==> config.mk <==
export PLATFORM = sky130hd
export DESIGN_NAME = mem_arbiter
export DESIGN_NICKNAME = d
export VERILOG_FILES = /design/src/rtl/mem_arbiter_pkg.sv /design/src/rtl/mem_arbiter_pick.sv /design/src/rtl/mem_arbiter.sv
export SDC_FILE = /design/constraint.sdc
export NUM_CORES = 1
export LEC_CHECK = 0
export ABC_AREA = 1
export CORE_AREA = 2 2 114 116
export DETAILED_ROUTE_END_ITERATION = 12
export DIE_AREA = 0 0 116 118
export DONT_BUFFER_PORTS = 1
export GPL_TIMING_DRIVEN = 0
export PLACE_DENSITY = 0.39
export SLEW_MARGIN = 20
export SYNTH_ARGS = -nofsm -noshare
export SYNTH_HDL_FRONTEND = slang
export SYNTH_HIERARCHICAL = 1
export SYNTH_SLANG_ARGS = --single-unit
==> constraint.sdc <==
create_clock -name clock -period 2.5 [get_ports clock]
set_input_delay 0.375 -clock clock [delete_from_list [all_inputs] [get_ports clock]]
set_output_delay 0.375 -clock clock [all_outputs]
set_load 0.02 [all_outputs]
==> src/rtl/mem_arbiter_pkg.sv <==
// Shared constants for the memory request arbiter: default channel ids,
// arbitration-mode encoding, FSM state type and age-counter sizing.
// Optional MEM_ARB_AGE_EN build uses the AGE_* constants.
package mem_arbiter_pkg;

  // Default transaction ids owned by the data cache, instruction cache and frame buffer
  localparam logic [1:0] ID_DC = 2'd1;
  localparam logic [1:0] ID_IC = 2'd2;
  localparam logic [1:0] ID_FB = 2'd3;

  // Arbitration mode encoding for the RR parameter
  localparam int ARB_FIXED = 0;  // highest requesting index wins
  localparam int ARB_RR    = 1;  // round-robin after last accepted channel

  // Arbiter FSM states
  typedef enum logic {
    ST_IDLE   = 1'b0,
    ST_LOCKED = 1'b1
  } arb_state_t;

  // Starvation counter sizing
  localparam int         AGE_W   = 8;
  localparam logic [7:0] AGE_MAX = 8'hFF;

endpackage

==> src/rtl/mem_arbiter_pick.sv <==
// Winner selection: request vector plus round-robin pointer -> one-hot grant.
// Latency: purely combinational, zero cycles.
// Backpressure: none; caller decides when the pointer advances.
module arb_pick
  import mem_arbiter_pkg::*;
#(
  parameter int NCH   = 3,
  parameter int RR    = ARB_FIXED,
  parameter int PTR_W = $clog2(NCH)
) (
  input  logic [NCH-1:0]   req,
  input  logic [PTR_W-1:0] ptr,
  output logic [NCH-1:0]   grant
);

  logic [PTR_W-1:0] cand;

  // Scan candidates so the last hit written is the policy winner
  always_comb begin
    grant = '0;
    cand  = '0;
    if (RR == ARB_RR) begin
      // Walk from the farthest offset down to ptr+1 so the nearest requester after ptr wins
      for (int off = NCH; off >= 1; off--) begin
        cand = PTR_W'((int'(ptr) + off) % NCH);
        if (req[cand]) begin
          grant       = '0;
          grant[cand] = 1'b1;
        end
      end
    end else begin
      // Ascending scan leaves the highest requesting index granted
      for (int i = 0; i < NCH; i++) begin
        if (req[i]) begin
          grant    = '0;
          grant[i] = 1'b1;
        end
      end
    end
  end

endmodule

==> src/rtl/mem_arbiter.sv <==
// N-channel to one memory-controller request arbiter; fields forwarded combinationally.
// Latency: zero added cycles; a stalled winner is locked until the controller accepts it.
// Backpressure: mem_waitrequest reflected to the granted channel, all others stalled.
// Optional feature: define MEM_ARB_AGE_EN for per-channel starvation counters.
module mem_arbiter
  import mem_arbiter_pkg::*;
#(
  parameter int                  NCH    = 3,
  parameter int                  ADDR_W = 30,
  parameter int                  DATA_W = 32,
  parameter int                  ID_W   = 2,
  parameter int                  RR     = ARB_FIXED,
  parameter logic [NCH*ID_W-1:0] CH_ID  = {ID_FB, ID_IC, ID_DC}
) (
  input  logic                       clock,
  input  logic                       reset,
  input  logic [NCH-1:0]             ch_read,
  input  logic [NCH-1:0]             ch_write,
  input  logic [NCH*ADDR_W-1:0]      ch_address,
  input  logic [NCH*DATA_W-1:0]      ch_writedata,
  input  logic [NCH*(DATA_W/8)-1:0]  ch_writedatamask,
  input  logic [NCH*ID_W-1:0]        ch_id,
  output logic [NCH-1:0]             ch_waitrequest,
  output logic [NCH-1:0]             ch_readdatavalid,
  output logic                       mem_read,
  output logic                       mem_write,
  output logic [ADDR_W-1:0]          mem_address,
  output logic [DATA_W-1:0]          mem_writedata,
  output logic [DATA_W/8-1:0]        mem_writedatamask,
  output logic [ID_W-1:0]            mem_id,
  input  logic                       mem_waitrequest,
  input  logic [ID_W-1:0]            mem_readdataid
);

  localparam int MASK_W = DATA_W / 8;
  localparam int PTR_W  = $clog2(NCH);

  arb_state_t       state;
  logic [NCH-1:0]   req;
  logic [NCH-1:0]   lock_gnt;
  logic [NCH-1:0]   pick_gnt;
  logic [NCH-1:0]   idle_gnt;
  logic [NCH-1:0]   grant;
  logic [PTR_W-1:0] ptr;
  logic [PTR_W-1:0] gnt_idx;
  logic             accept;

  assign req = ch_read | ch_write;

  arb_pick #(
    .NCH   (NCH),
    .RR    (RR),
    .PTR_W (PTR_W)
  ) u_pick (
    .req   (req),
    .ptr   (ptr),
    .grant (pick_gnt)
  );

`ifdef MEM_ARB_AGE_EN
  logic [AGE_W-1:0] age [NCH];
  logic [NCH-1:0]   aged_req;
  logic [NCH-1:0]   aged_gnt;

  // Starved requesters override the normal policy, lowest index first
  always_comb begin
    aged_req = '0;
    aged_gnt = '0;
    for (int i = 0; i < NCH; i++) begin
      aged_req[i] = req[i] && (age[i] == AGE_MAX);
    end
    for (int i = NCH - 1; i >= 0; i--) begin
      if (aged_req[i]) begin
        aged_gnt    = '0;
        aged_gnt[i] = 1'b1;
      end
    end
    idle_gnt = (|aged_req) ? aged_gnt : pick_gnt;
  end

  // Saturating wait counters: count unaccepted requesting cycles, clear on acceptance
  always_ff @(posedge clock or posedge reset) begin
    if (reset) begin
      for (int i = 0; i < NCH; i++) age[i] <= '0;
    end else begin
      for (int i = 0; i < NCH; i++) begin
        if (accept && grant[i]) begin
          age[i] <= '0;
        end else if (req[i] && (age[i] != AGE_MAX)) begin
          age[i] <= age[i] + 1'b1;
        end
      end
    end
  end
`else
  assign idle_gnt = pick_gnt;
`endif

  // Current grant: fresh pick in IDLE, the held channel in LOCKED, nothing during reset
  always_comb begin
    grant = '0;
    if (!reset) begin
      if (state == ST_IDLE) grant = idle_gnt;
      else                  grant = lock_gnt & req;
    end
  end

  // Forward the granted channel's request fields and encode its index
  always_comb begin
    mem_read          = 1'b0;
    mem_write         = 1'b0;
    mem_address       = '0;
    mem_writedata     = '0;
    mem_writedatamask = '0;
    mem_id            = '0;
    gnt_idx           = '0;
    for (int i = 0; i < NCH; i++) begin
      if (grant[i]) begin
        mem_read          = ch_read[i];
        mem_write         = ch_write[i];
        mem_address       = ch_address[i*ADDR_W +: ADDR_W];
        mem_writedata     = ch_writedata[i*DATA_W +: DATA_W];
        mem_writedatamask = ch_writedatamask[i*MASK_W +: MASK_W];
        mem_id            = ch_id[i*ID_W +: ID_W];
        gnt_idx           = PTR_W'(i);
      end
    end
  end

  assign accept         = (mem_read | mem_write) & ~mem_waitrequest;
  assign ch_waitrequest = ~grant | {NCH{mem_waitrequest}};

  // Route returning read ids to their owner; id 0 is reserved and matches nobody
  always_comb begin
    ch_readdatavalid = '0;
    for (int i = 0; i < NCH; i++) begin
      ch_readdatavalid[i] = (mem_readdataid != '0) &&
                            (mem_readdataid == CH_ID[i*ID_W +: ID_W]);
    end
  end

  // Lock FSM and round-robin pointer; pointer starts at NCH-1 so channel 0 wins first
  always_ff @(posedge clock or posedge reset) begin
    if (reset) begin
      state    <= ST_IDLE;
      lock_gnt <= '0;
      ptr      <= PTR_W'(NCH - 1);
    end else begin
      case (state)
        ST_IDLE: begin
          if ((|grant) && !accept) begin
            state    <= ST_LOCKED;
            lock_gnt <= grant;
          end
        end
        ST_LOCKED: begin
          // Leave on acceptance, or if the locked master withdrew its request
          if (accept || !(|(lock_gnt & req))) begin
            state    <= ST_IDLE;
            lock_gnt <= '0;
          end
        end
        default: begin
          state    <= ST_IDLE;
          lock_gnt <= '0;
        end
      endcase
      if (accept) ptr <= gnt_idx;
    end
  end

endmodule

After elaboration in Yosys (flattened, before gate mapping)

Index checks and enable logic that the tools add are counted.
W data, S select, Z words.

Flip-flop bits (word level): 4
Output and inout port bits: 76
Word-level logic and storage cells: 55

Equal/unequal tests: 5
Multiplexer cells: 29
Bitwise logic cells: 8
Reduce and logical (&&, ||, !) cells: 11

Operators with widths:

| cell                 | count |
|---|---|
| $mux W32             | 3 |
| $mux W30             | 3 |
| $mux W3              | 5 |
| $mux W4              | 3 |
| $mux W1              | 9 |
| $mux W2              | 4 |
| $or A3 B3 Y3         | 2 |
| $pmux W3 S2          | 1 |
| $reduce_or A3 Y1     | 2 |
| $eq A2 B2 Y1 const B | 2 |
| $logic_and A1 B1 Y1  | 4 |
| $ne A2 B1 Y1 const B | 2 |
| $and A3 B3 Y3        | 1 |
| $not A3 Y3           | 1 |
| $eq A2 B1 Y1 const B | 1 |
| $logic_not A1 Y1     | 2 |
| $not A1 Y1           | 2 |
| $pmux W1 S2          | 1 |
| $reduce_and A2 Y1    | 1 |
| $reduce_bool A2 Y1   | 1 |
| $and A1 B1 Y1        | 1 |
| $logic_or A1 B1 Y1   | 1 |
| $or A1 B1 Y1         | 1 |

Depth between registers and ports, before layout

Depth after elaboration: 15
Depth in mapped cells: 17
Mapped depth without buffers: 17

Modules after synthesis

Netlist, hierarchy kept.

By module, submodules not included:

| module      | instances | cells an instance | area each (um2) | sequential area each (um2) |
|---|---|---|---|---|
| mem_arbiter | 1         | 397               | 2,093.3         | 151.4 |
| arb_pick    | 1         | 5                 | 27.5            | 0.0 |

Worst setup path after synthesis

Ideal clock, no wire load.

Path kind: input port to output port
Start point: input ch_write[2]
End point: output mem_writedata[0]
Arrival: 1,729 ps
Data required time: 2,125 ps
Setup slack: 396 ps
Stages: 10
Buffers on the path: 3
Cell sequence: nor2_1 -> inv_1 -> buf_4 -> o21ai_2 -> inv_2 -> o21ai_2 -> clkbuf_1 -> buf_2 -> nand4_1 -> nand3_1

Elaborated cells between the ends (all ways): 8

RTL lines:

| what            | RTL line               | source |
|---|---|---|
| start, declared | mem_arbiter.sv:18      | `input logic [NCH-1:0] ch_write,` |
| $or A3 B3 Y3    | mem_arbiter.sv:48      | `assign req = ch_read \| ch_write;` |
| net req[2]      | mem_arbiter.sv:39      | `logic [NCH-1:0] req;` |
| $mux W3         | mem_arbiter_pick.sv:34 | `if (req[i]) begin` |
| net idle_gnt[2] | mem_arbiter.sv:42      | `logic [NCH-1:0] idle_gnt;` |
| $mux W3         | mem_arbiter.sv:103     | `if (state == ST_IDLE) grant = idle_gnt;` |
| $mux W3         | mem_arbiter.sv:102     | `if (!reset) begin` |
| $mux W32        | mem_arbiter.sv:118     | `if (grant[i]) begin` |
| end, declared   | mem_arbiter.sv:28      | `output logic [DATA_W-1:0] mem_writedata,` |

The timed path passes the listed nets, and every way through them passes these cells.

Worst setup path after layout

Start point: input ch_write[2]
End point: output mem_writedata[30]

Same word-level chain as after synthesis.

==> impl_results.md <==
* Outcome: completed
* FF-to-FF Start: state
* CTS Buf Count at 3
* Antenna violations before repair at 0
* DR vias at 3175
* Starting density of the core at 16.5%
* Total Power at 0.00257 W
* Ys Warns at 6
* CP arrival at 2.00 ns
* Syn Nets at 611
* CTS tree: yes
* I/O pins at 291
* Leakage at 1.11 nW
* RSZ-0062 raised after global routing: no
* Crit. Startpoint: ch_write[2]
* Sink Count at 4
* Final worst-path cycle share at 95.1%
* Root buf cell: clkbuf_16
* Max H-tree Level at 1
* Slowest CP cell: nand3_1
* Setup slack after layout at 0.123 ns
* IR drop worst, VDD at 0.000227 V
* Share of cells above drive strength 1 at 18.7%
* Synth Cell Area at 2050 um^2
* DRT antenna net count at 0
* Seq pwr share at 4.0%
* First-pass GRT wire length at 16.5 mm
* Most frequent CP cell: o21ai_2
* Max Transition Viols Final at 0
* DRT Wirelength at 12.0 mm
* Worst Path Buf+Inv at 5
* Die area at 13700 um^2
* Crit. End Element: output port
* Syn Inst Count at 396
* Hold path start: reset
* Crit-path cells: nor2_1 -> inv_1 -> buf_4 -> o21ai_2 -> inv_2 -> o21ai_2 -> buf_6 -> buf_2 -> nand4_1 -> nand3_1
* N_diodes at 0
* Worst R2R Path Depth at 13
* Max_slew headroom at 68.1%
* Iter 0 DRT Violations at 201
* Bufs on Longest Clock Path at 2
* P&R area growth vs syn at 23.0%
* F_max at 421 MHz
* Worst Path Max Fanout at 10
* GRT Overall Usage at 15.7%
* Pwr Density at 1020 nW/um^2
* Clock Power Share at 9.8%
* Hold depth at 3
* Pre-antenna DRT Iters at 5
* Clock Skews at 0.00334 ns
* Slew @ Worst Pin at 0.479 ns
* Comb power frac at 86.3%
* Buffers on Ports at 0
* DP Worst Slack at -0.452 ns
* Nets at 619
* CP max stage delay at 0.25 ns
* Endpoint, Worst Hold: lock_gnt[1]
* Reg2Reg Setup Slack at 0.67 ns
* Vias per inst at 5.53
* DP Wirelength at 9.61 mm
* R2R Path End: lock_gnt[2]
* Worst path required time at 2.12 ns
* Die Ht at 118 um
* GPL Wtd Cong at 0.793
* Sw Ratio at 68.1%
* Min cycle time layout at 2.38 ns
* Clock latency on the worst-skew pair at 0.23 ns
* Crit path max-delay family: buffers and inverters
* Vias in the first global route at 2958
* Max Cap Violations at 0
* Row count at 41
* Remaining DRCs at 0
* Fin util at 20.3%
* WL per Instance at 20.9 um
* Worst hold-check path type: in2reg
* Crit path launch type: primary input
* Endpoints failing hold at 0
* Die span in x at 116 um
* Pint at 0.000818 W
* Setup Crit Path Kind: in2out
* Reg clk slew, reported paths at 0.03 ns
* Core area at 12400 um^2
* Pin count of the biggest net entering global routing at 11
* Syn_area_per_cell at 5.18 um^2
* Switching pwr at 0.00175 W
* # setup viols final at 0
* GRT overflow at 0
## power by group through the flow
| stage | Clock, W | Sequential, W | Combinational, W |
|---|---|---|---|
| after floorplan | 0 | 0.0000992 | 0.00161 |
| after global placement | 0 | 0.000102 | 0.00207 |
| after detailed placement | 0 | 0.000103 | 0.00210 |
| after CTS | 0.000253 | 0.000102 | 0.00214 |
| after global routing | 0.000260 | 0.000105 | 0.00240 |
| final | 0.000250 | 0.000102 | 0.00221 |
## registers in the layout, summed over array words and instances (netlist names)
signal and count:
lock_gnt 3, state 1
## metal layers
| metal | vias up | GRT usage (%) | wire length, um |
|---|---|---|---|
| met5 | - | 0 | 0 |
| met4 | 0 | 3.35 | 242 |
| met3 | 15 | 2.37 | 1100 |
| met2 | 253 | 29.0 | 5940 |
| met1 | 1466 | 19.0 | 4730 |
| li1 | 1441 | - | - |
## per-stage QoR
step           std cells  hold slack, ns  area (um^2)  setup TNS (ns)
2_1_floorplan        396           0.131         2050               0
3_3_place_gp         568           0.146         2260          -17.12
3_5_place_dp         568           0.147         2260          -17.19
4_1_cts              572           0.377         2410               0
5_1_grt              574           0.401         2520               0
6_report             574           0.374         2520               0
## layout by cell type, fill, tap and decap left out, types with 3 or more instances in the layout
cell and count:
buf_2 13, buf_4 4, buf_6 4, clkbuf_1 10, clkbuf_16 3, clkbuf_2 13
dfrtp_1 4, inv_1 12, inv_2 4, nand2_1 89, nand2_2 3, nand3_1 127
nand3_2 15, nand4_1 71, nor2_1 10, nor2_2 4
## repair_timing
action                                 4_1_cts  5_1_grt
setup buffers                                0        3
endpoints found under the hold margin        4        0
pin swaps                                    0        1
setup endpoints to repair                   69       66
resized for setup                           16       38
hold buffers                                 1        0
## worst max path at each step
stage	endpoint	slack, ns	cells after the start
6_report	mem_writedata[30]	0.12	10
5_1_grt	mem_writedata[25]	0.006	6
4_1_cts	mem_address[27]	0.002	11
3_5_place_dp	mem_writedatamask[1]	-0.45	10
3_3_place_gp	mem_writedatamask[1]	-0.46	10
2_1_floorplan	mem_writedata[0]	0.40	10
## area by class of cell
cell class / count / area, um^2
inverter: 16 / 60.1
timing repair buffer: 4 / 57.6
buffer: 44 / 243
sequential: 4 / 100
multi-input combinational: 331 / 1770
fill: 1474 / 9890
clock buffer: 3 / 75.1
tap: 172 / 215
## tightest hold or removal path, delay by kind of cell
| kind | cells | cell delay [ns] |
|---|---|---|
| and+or+nand+nor | 3 | 0.17 |
Power figures use the tool's default switching activity.
